===== src/rtl/period_meter.sv =====
// Measures the rising-edge-to-rising-edge spacing of a synchronous pulse stream
// in clk cycles, with overflow detection and a lock indicator for stable periods.
module period_meter #(
  parameter int unsigned WIDTH    = 27,
  parameter int unsigned LOCK_CNT = 3
) (
  input  logic             clk,
  input  logic             rst,
  input  logic             meas_en,
  input  logic             pulse_in,
  output logic [WIDTH-1:0] period,
  output logic             period_valid,
  output logic             overflow,
  output logic             locked
);

  localparam int unsigned MATCH_W = $clog2(LOCK_CNT + 1);
  localparam logic [MATCH_W-1:0] LOCK_M = MATCH_W'(LOCK_CNT);

  typedef enum logic [1:0] {IDLE, ARM, MEASURE} state_t;

  state_t             state, state_nx;
  logic [WIDTH-1:0]   cnt, cnt_nx;
  logic [WIDTH-1:0]   period_nx;
  logic [MATCH_W-1:0] match, match_nx;
  logic               pulse_q;
  logic               edge_det;
  logic               valid_nx, ovf_nx, locked_nx;

  assign edge_det = pulse_in & ~pulse_q;

  always_ff @(posedge clk or posedge rst) begin
    if (rst) begin
      state        <= IDLE;
      cnt          <= '0;
      pulse_q      <= 1'b0;
      period       <= '0;
      period_valid <= 1'b0;
      overflow     <= 1'b0;
      locked       <= 1'b0;
      match        <= '0;
    end else begin
      state        <= state_nx;
      cnt          <= cnt_nx;
      pulse_q      <= pulse_in;
      period       <= period_nx;
      period_valid <= valid_nx;
      overflow     <= ovf_nx;
      locked       <= locked_nx;
      match        <= match_nx;
    end
  end

  always_comb begin
    state_nx  = state;
    cnt_nx    = cnt;
    period_nx = period;
    valid_nx  = 1'b0;
    ovf_nx    = 1'b0;
    match_nx  = match;
    locked_nx = locked;
    // Disable wins over any edge or overflow in the same cycle.
    if (!meas_en) begin
      state_nx  = IDLE;
      cnt_nx    = '0;
      match_nx  = '0;
      locked_nx = 1'b0;
    end else begin
      case (state)
        IDLE: begin
          cnt_nx   = '0;
          state_nx = ARM;
        end
        ARM: begin
          if (edge_det) begin
            cnt_nx   = WIDTH'(1);
            state_nx = MEASURE;
          end
        end
        MEASURE: begin
          if (edge_det) begin
            period_nx = cnt;
            valid_nx  = 1'b1;
            cnt_nx    = WIDTH'(1);
            // match==0 means no reference period since the last arm.
            if (match != '0 && cnt == period) begin
              if (match < LOCK_M) match_nx = match + 1'b1;
            end else begin
              match_nx = MATCH_W'(1);
            end
            locked_nx = (match_nx >= LOCK_M);
          end else if (cnt == '1) begin
            ovf_nx    = 1'b1;
            state_nx  = ARM;
            cnt_nx    = '0;
            match_nx  = '0;
            locked_nx = 1'b0;
          end else begin
            cnt_nx = cnt + 1'b1;
          end
        end
        default: state_nx = IDLE;
      endcase
    end
  end

endmodule


===== config.mk =====
export PLATFORM = sky130hd
export DESIGN_NAME = period_meter
export DESIGN_NICKNAME = d
export VERILOG_FILES = /design/src/rtl/period_meter.sv
export SDC_FILE = /design/constraint.sdc
export NUM_CORES = 1
export LEC_CHECK = 0
export ABC_AREA = 1
export CAP_MARGIN = 15
export CORE_UTILIZATION = 55
export DETAILED_ROUTE_END_ITERATION = 6
export GPL_ROUTABILITY_DRIVEN = 0
export PLACE_DENSITY = 0.77
export SYNTH_ARGS = -nofsm -noshare
export SYNTH_HDL_FRONTEND = slang
export SYNTH_SLANG_ARGS = --single-unit

===== constraint.sdc =====
create_clock -name clk -period 6.5 [get_ports clk]
set_input_delay 1.625 -clock clk [delete_from_list [all_inputs] [get_ports clk]]
set_output_delay 1.625 -clock clk [all_outputs]
set_load 0.01 [all_outputs]

### After elaboration in Yosys (flattened, before gate mapping)

Index checks and enable logic that the tools add are counted.

| cells by class | value |
|---|---|
| add/sub/neg operators | 2 |
| $lt $le $gt $ge | 2 |
| eq/ne operators | 10 |
| multiplexer cells | 30 |
| bitwise gates (word level) | 2 |
| reductions and logical operators | 7 |

Operator list:

| operator | count |
|---|---|
| 27-bit two-way mux | 4 |
| 27-bit one-hot mux with 3 select lines | 1 |
| 27-bit by 1-bit adder with 27-bit output, second input constant | 1 |
| 27-bit equality test | 1 |
| 27-bit equality test, second input constant | 1 |
| 2-bit two-way mux | 13 |
| 1-bit two-way mux | 11 |
| 3-bit inequality test, second input constant | 3 |
| 2-bit one-hot mux with 3 select lines | 1 |
| 3-bit AND reduction | 2 |
| 4-bit by 1-bit inequality test with 1-bit output, second input constant | 1 |
| 2-bit AND reduction | 2 |
| 3-bit by 1-bit inequality test with 1-bit output, second input constant | 1 |
| 2-bit by 1-bit adder with 2-bit output, second input constant | 1 |
| 2-bit by 1-bit equality test with 1-bit output, second input constant | 1 |
| 2-bit equality test, second input constant | 1 |
| 2-bit greater-or-equal comparator, second input constant | 1 |
| 2-bit logical NOT | 1 |
| 2-bit < comparator, second input constant | 1 |
| 2-bit by 1-bit inequality test with 1-bit output, second input constant | 1 |
| 2-bit nonzero test | 1 |
| 1-bit bitwise AND | 1 |
| 1-bit logical AND | 1 |
| 1-bit inverter | 1 |

| storage, ports and cells | value |
|---|---|
| register bits after elaboration | 62 |
| input bits | 4 |
| output and inout port bits | 30 |

### Logic depth before layout (Yosys ltp)

| logic depth | value |
|---|---|
| word-level depth | 10 |
| mapped depth | 12 |
| mapped depth without buffers | 12 |

### Least setup slack after synthesis

OpenSTA, ideal clock, no wires.

| timing | value |
|---|---|
| path type | input-to-reg |
| start point | in meas_en |
| end point | reg cnt[23] |
| data arrival time | 2.528 ns |
| data required time | 6.379 ns |
| slack | 3.851 ns |
| cell stages on the path | 7 |
| cells stage by stage | buf_2 -> nand3_1 -> nand2_2 -> nor2_4 -> nand4_1 -> o21ai_0 -> nor2_1 |

| on the way | value |
|---|---|
| longest elaborated chain between the ends | 2 |
| elaborated cells between the ends (all ways) | 4 |

Ends and longest elaborated chain:

| item | RTL line | RTL |
|---|---|---|
| from (decl) | 9 | `input logic meas_en,` |
| 4-bit by 1-bit inequality test with 1-bit output (no line) / 3-bit inequality test (equally long branches) | - |  |
| 2-bit AND reduction (no line) | - |  |
| to (signal assigned) | 44 | `cnt <= cnt_nx;` |
| to (decl) | 23 | `logic [WIDTH-1:0] cnt, cnt_nx;` |

Parallel ways exist; a longest one is shown, timed or not.
A chain may end at the register's enable or synchronous reset.

### Final worst setup path

| timing | value |
|---|---|
| start point | in meas_en |
| end point | reg period[15] |

| on the way | value |
|---|---|
| longest elaborated chain between the ends | 1 |

Ends and longest elaborated chain:

| item | RTL line | RTL |
|---|---|---|
| 3-bit AND reduction (no line) | - |  |
| to (signal assigned) | 46 | `period <= period_nx;` |
| to (decl) | 11 | `output logic [WIDTH-1:0] period,` |

No other way between the ends.

==> impl_metrics.py <==
metrics = {
    "floorplanning": {
        "start_util_pct": 57.2,
        "die_y_microns": 83.5,
        "dieArea_sq_mm": 0.00698,
        "coreArea_sq_mm": 0.00639,
        "dieWidth_microns": 83.5,
        "rows": 29,
        "num_io_pins": 34,
    },
    "power_and_ir_drop": {
        "p_sw_mw": 0.464,
        "p_comb_share_pct": 33.9,
        "internal-power_mw": 0.845,
        "power.leakage_nw": 2.09,
        "vdd_ir_drop_max_mv": 0.193,
        "sw_frac_of_total_pct": 35.5,
        "p_clk_share_pct": 26.6,
        "power.density_mw_per_mm2": 309,
        "pwr-share-seq_pct": 39.5,
        "p_total_mw": 1.31,
    },
    "grt": {
        "grt_max_degree": 63,
        "grt_usage_pct": 26.2,
        "grt_pass1_wl_mm": 14.3,
        "grt_overflow": 0,
        "grt_pass1_vias": 3070,
        "antenna_found_initial": 0,
    },
    "sta": {
        "setup_tns_ns": 0,
        "clock_skew_ns": 0.00540,
        "fin_crit_ns": 3.16,
        "worstMarginPinSlew_ns": 0.771,
        "relSlewSlack_pct": 48.6,
        "fmax_mhz": 316,
        "rsz0062_at_grt": "no",
        "holdWs_ns": 0.482,
        "slew_violations": 0,
        "finalHoldViolations": 0,
        "setup_viol": 0,
        "period_share_pct": 48.7,
    },
    "critical_path": {
        "ff2ff_path_depth": 6,
        "cp_max_fo": 29,
        "cp.required_ns": 6.71,
        "arrival_ns": 3.38,
        "cp-start-kind": "primary input",
        "critical_path_class": "in2reg",
        "crit_path_end_kind": "flop",
        "r2r-start": "state[0]$_DFFE_PP0P_",
        "reg2reg_to": "period[15]$_DFFE_PP0P_",
        "regToRegSetupSlack_ns": 4.53,
    },
    "clock_tree": {
        "cts.clk_slew.worst_paths_ns": 0.07,
        "postCtsSetupBuffers": 0,
        "cts-root-buf": "clkbuf_8",
        "clock_sinks": 62,
        "cts-buffers-inserted": 9,
        "htreeDepth": 3,
        "ctsHoldBuffers": 0,
        "worstSkewPairLatency_ns": 0.35,
        "post_cts_resized": 0,
        "cts_tree": "yes",
        "clk_path_buf_depth": 2,
    },
    "place": {
        "port_buffers": 33,
        "dp_hpwl_mm": 6.28,
    },
    "hold_path": {
        "holdCritStartpoint": "locked$_DFFE_PP0P_",
        "hp-class": "reg2reg",
        "holdPathStages": 2,
        "min_to": "locked$_DFFE_PP0P_",
    },
    "final_layout": {
        "final_cell_mix": "nand2_1, inv_1, nor2_1, dfrtp_1",
        "finalNetCount": 569,
        "final_common_cell": "nand2_1",
        "seq_area_sq_mm": 0.00155,
        "area_growth_syn_to_layout_pct": 16.1,
        "fin_util_pct": 66.4,
        "multiInputGateArea_sq_mm": 0.00170,
        "nFillCells": 571,
        "drive_gt1_share_pct": 9.20,
        "antenna_cells": 0,
    },
    "synth": {
        "synth-simple-area-share_pct": 35.7,
        "synth_top_family_by_area": "simple AND/OR/NAND/NOR gates",
        "synth_xor_area_share_pct": 3.11,
        "synth_nets": 532,
        "ys_types": 27,
        "synthAdderAreaFrac_pct": 1.71,
        "ys_warn_count": 0,
        "muxShareOfSynthArea_pct": 0,
        "ys_ff_latch": 62,
        "ys_seq_area_share_pct": 42.4,
        "synth_compound_area_share_pct": 6.13,
        "syn-instance-count": 523,
        "avgSynthCellArea_sq_um": 6.99,
        "syn_area_sq_mm": 0.00366,
    },
    "drt": {
        "drt-pass1-iter-count": 5,
        "ant_nets": 0,
        "wl_met3_microns": 444,
        "wl_per_cell_microns": 13.4,
        "drt-vias-per-instance": 5.12,
        "routed_wl_mm": 8.59,
        "drc": 0,
        "wl_met1_mm": 3.86,
        "routed.top_layer": "met4",
        "wl_met2_mm": 4.06,
        "drt_first_iter_violations": 234,
        "vias": 3285,
    },
    "status": {
        "outcome": "complete, no violations",
    },
    "job": {
        "max-cap-violations": 0,
    },
}
logic make-up after synthesis:
kind of cell,after synthesis
AND/OR/NAND/NOR,298
buffers and inverters,101
flip-flops,62
AO/OA/AOI/OAI,44
XOR/XNOR,13
adder cells (fa/ha/maj),5
Yosys cell counts, drive strengths merged:
library cell | count | area (sq um)
inv | 92 | 345
nor3 | 13 | 87.6
nand3b | 1 | 7.51
nor2 | 71 | 309
xor2 | 7 | 61.3
ha | 5 | 62.6
nand3 | 20 | 115
buf | 8 | 51.3
a21oi | 2 | 10.0
xnor2 | 6 | 52.6
nand4 | 9 | 56.3
and3 | 1 | 6.26
dfrtp | 62 | 1550
clkbuf | 1 | 3.75
o21ai | 42 | 214
nand2 | 183 | 722
area by class of cell:
class                      instances  share of cell area, %
clock inverter                     4                   1.06
clock buffer                      12                   3.66
inverter                          92                   8.14
multi-input combinational        360                   40.2
timing repair buffer              35                   8.14
sequential                        62                   36.6
tap                               77                   2.27
worst max-delay path, stage by stage:
cell and delay (ns):
clkdlybuf4s50_1 0.60, nand2_1 0.15, nor2_2 0.48, buf_4 0.37
o21ai_0 0.14
per-stage QoR:
stage / cell area, sq um / setup WS (ns) / std cells
floorplan: 3660 / 3.33 / 523
global placement: 4040 / 3.05 / 626
detailed placement: 4040 / 2.97 / 626
CTS: 4240 / 3.32 / 642
global route: 4240 / 3.11 / 642
finish: 4240 / 3.34 / 642
how the worst max path moves through the flow:
stage                 start                      to  slack (ns)  cells after the start
floorplan               rst      cnt[0]$_DFFE_PP0P_        3.33                      1
global placement    meas_en  period[22]$_DFFE_PP0P_        3.05                      5
detailed placement  meas_en  period[15]$_DFFE_PP0P_        2.97                      5
CTS                 meas_en  period[15]$_DFFE_PP0P_        3.32                      6
global route        meas_en  period[15]$_DFFE_PP0P_        3.11                      6
finish              meas_en  period[15]$_DFFE_PP0P_        3.34                      5
power by group through the flow:
stage               Clock, mW  Combinational [mW]  Sequential, mW
floorplan                   0               0.225           0.541
global placement            0               0.431           0.521
detailed placement          0               0.438           0.524
CTS                     0.354               0.443           0.517
global route            0.370               0.495           0.526
finish                  0.349               0.443           0.517
metal layers:
layer / global-route usage, % / up-vias
met5: 0 / -
met4: 12.0 / 0
met3: 4.25 / 23
met2: 42.5 / 89
met1: 34.7 / 1513
li1: - / 1660
sequential cells by signal, indices dropped and copies added, names as in the netlist:
signal        count
match             2
state             2
pulse_q           1
cnt              27
period_valid      1
locked            1
period           27
overflow          1
No activity file was read; power rests on OpenSTA's default activity.
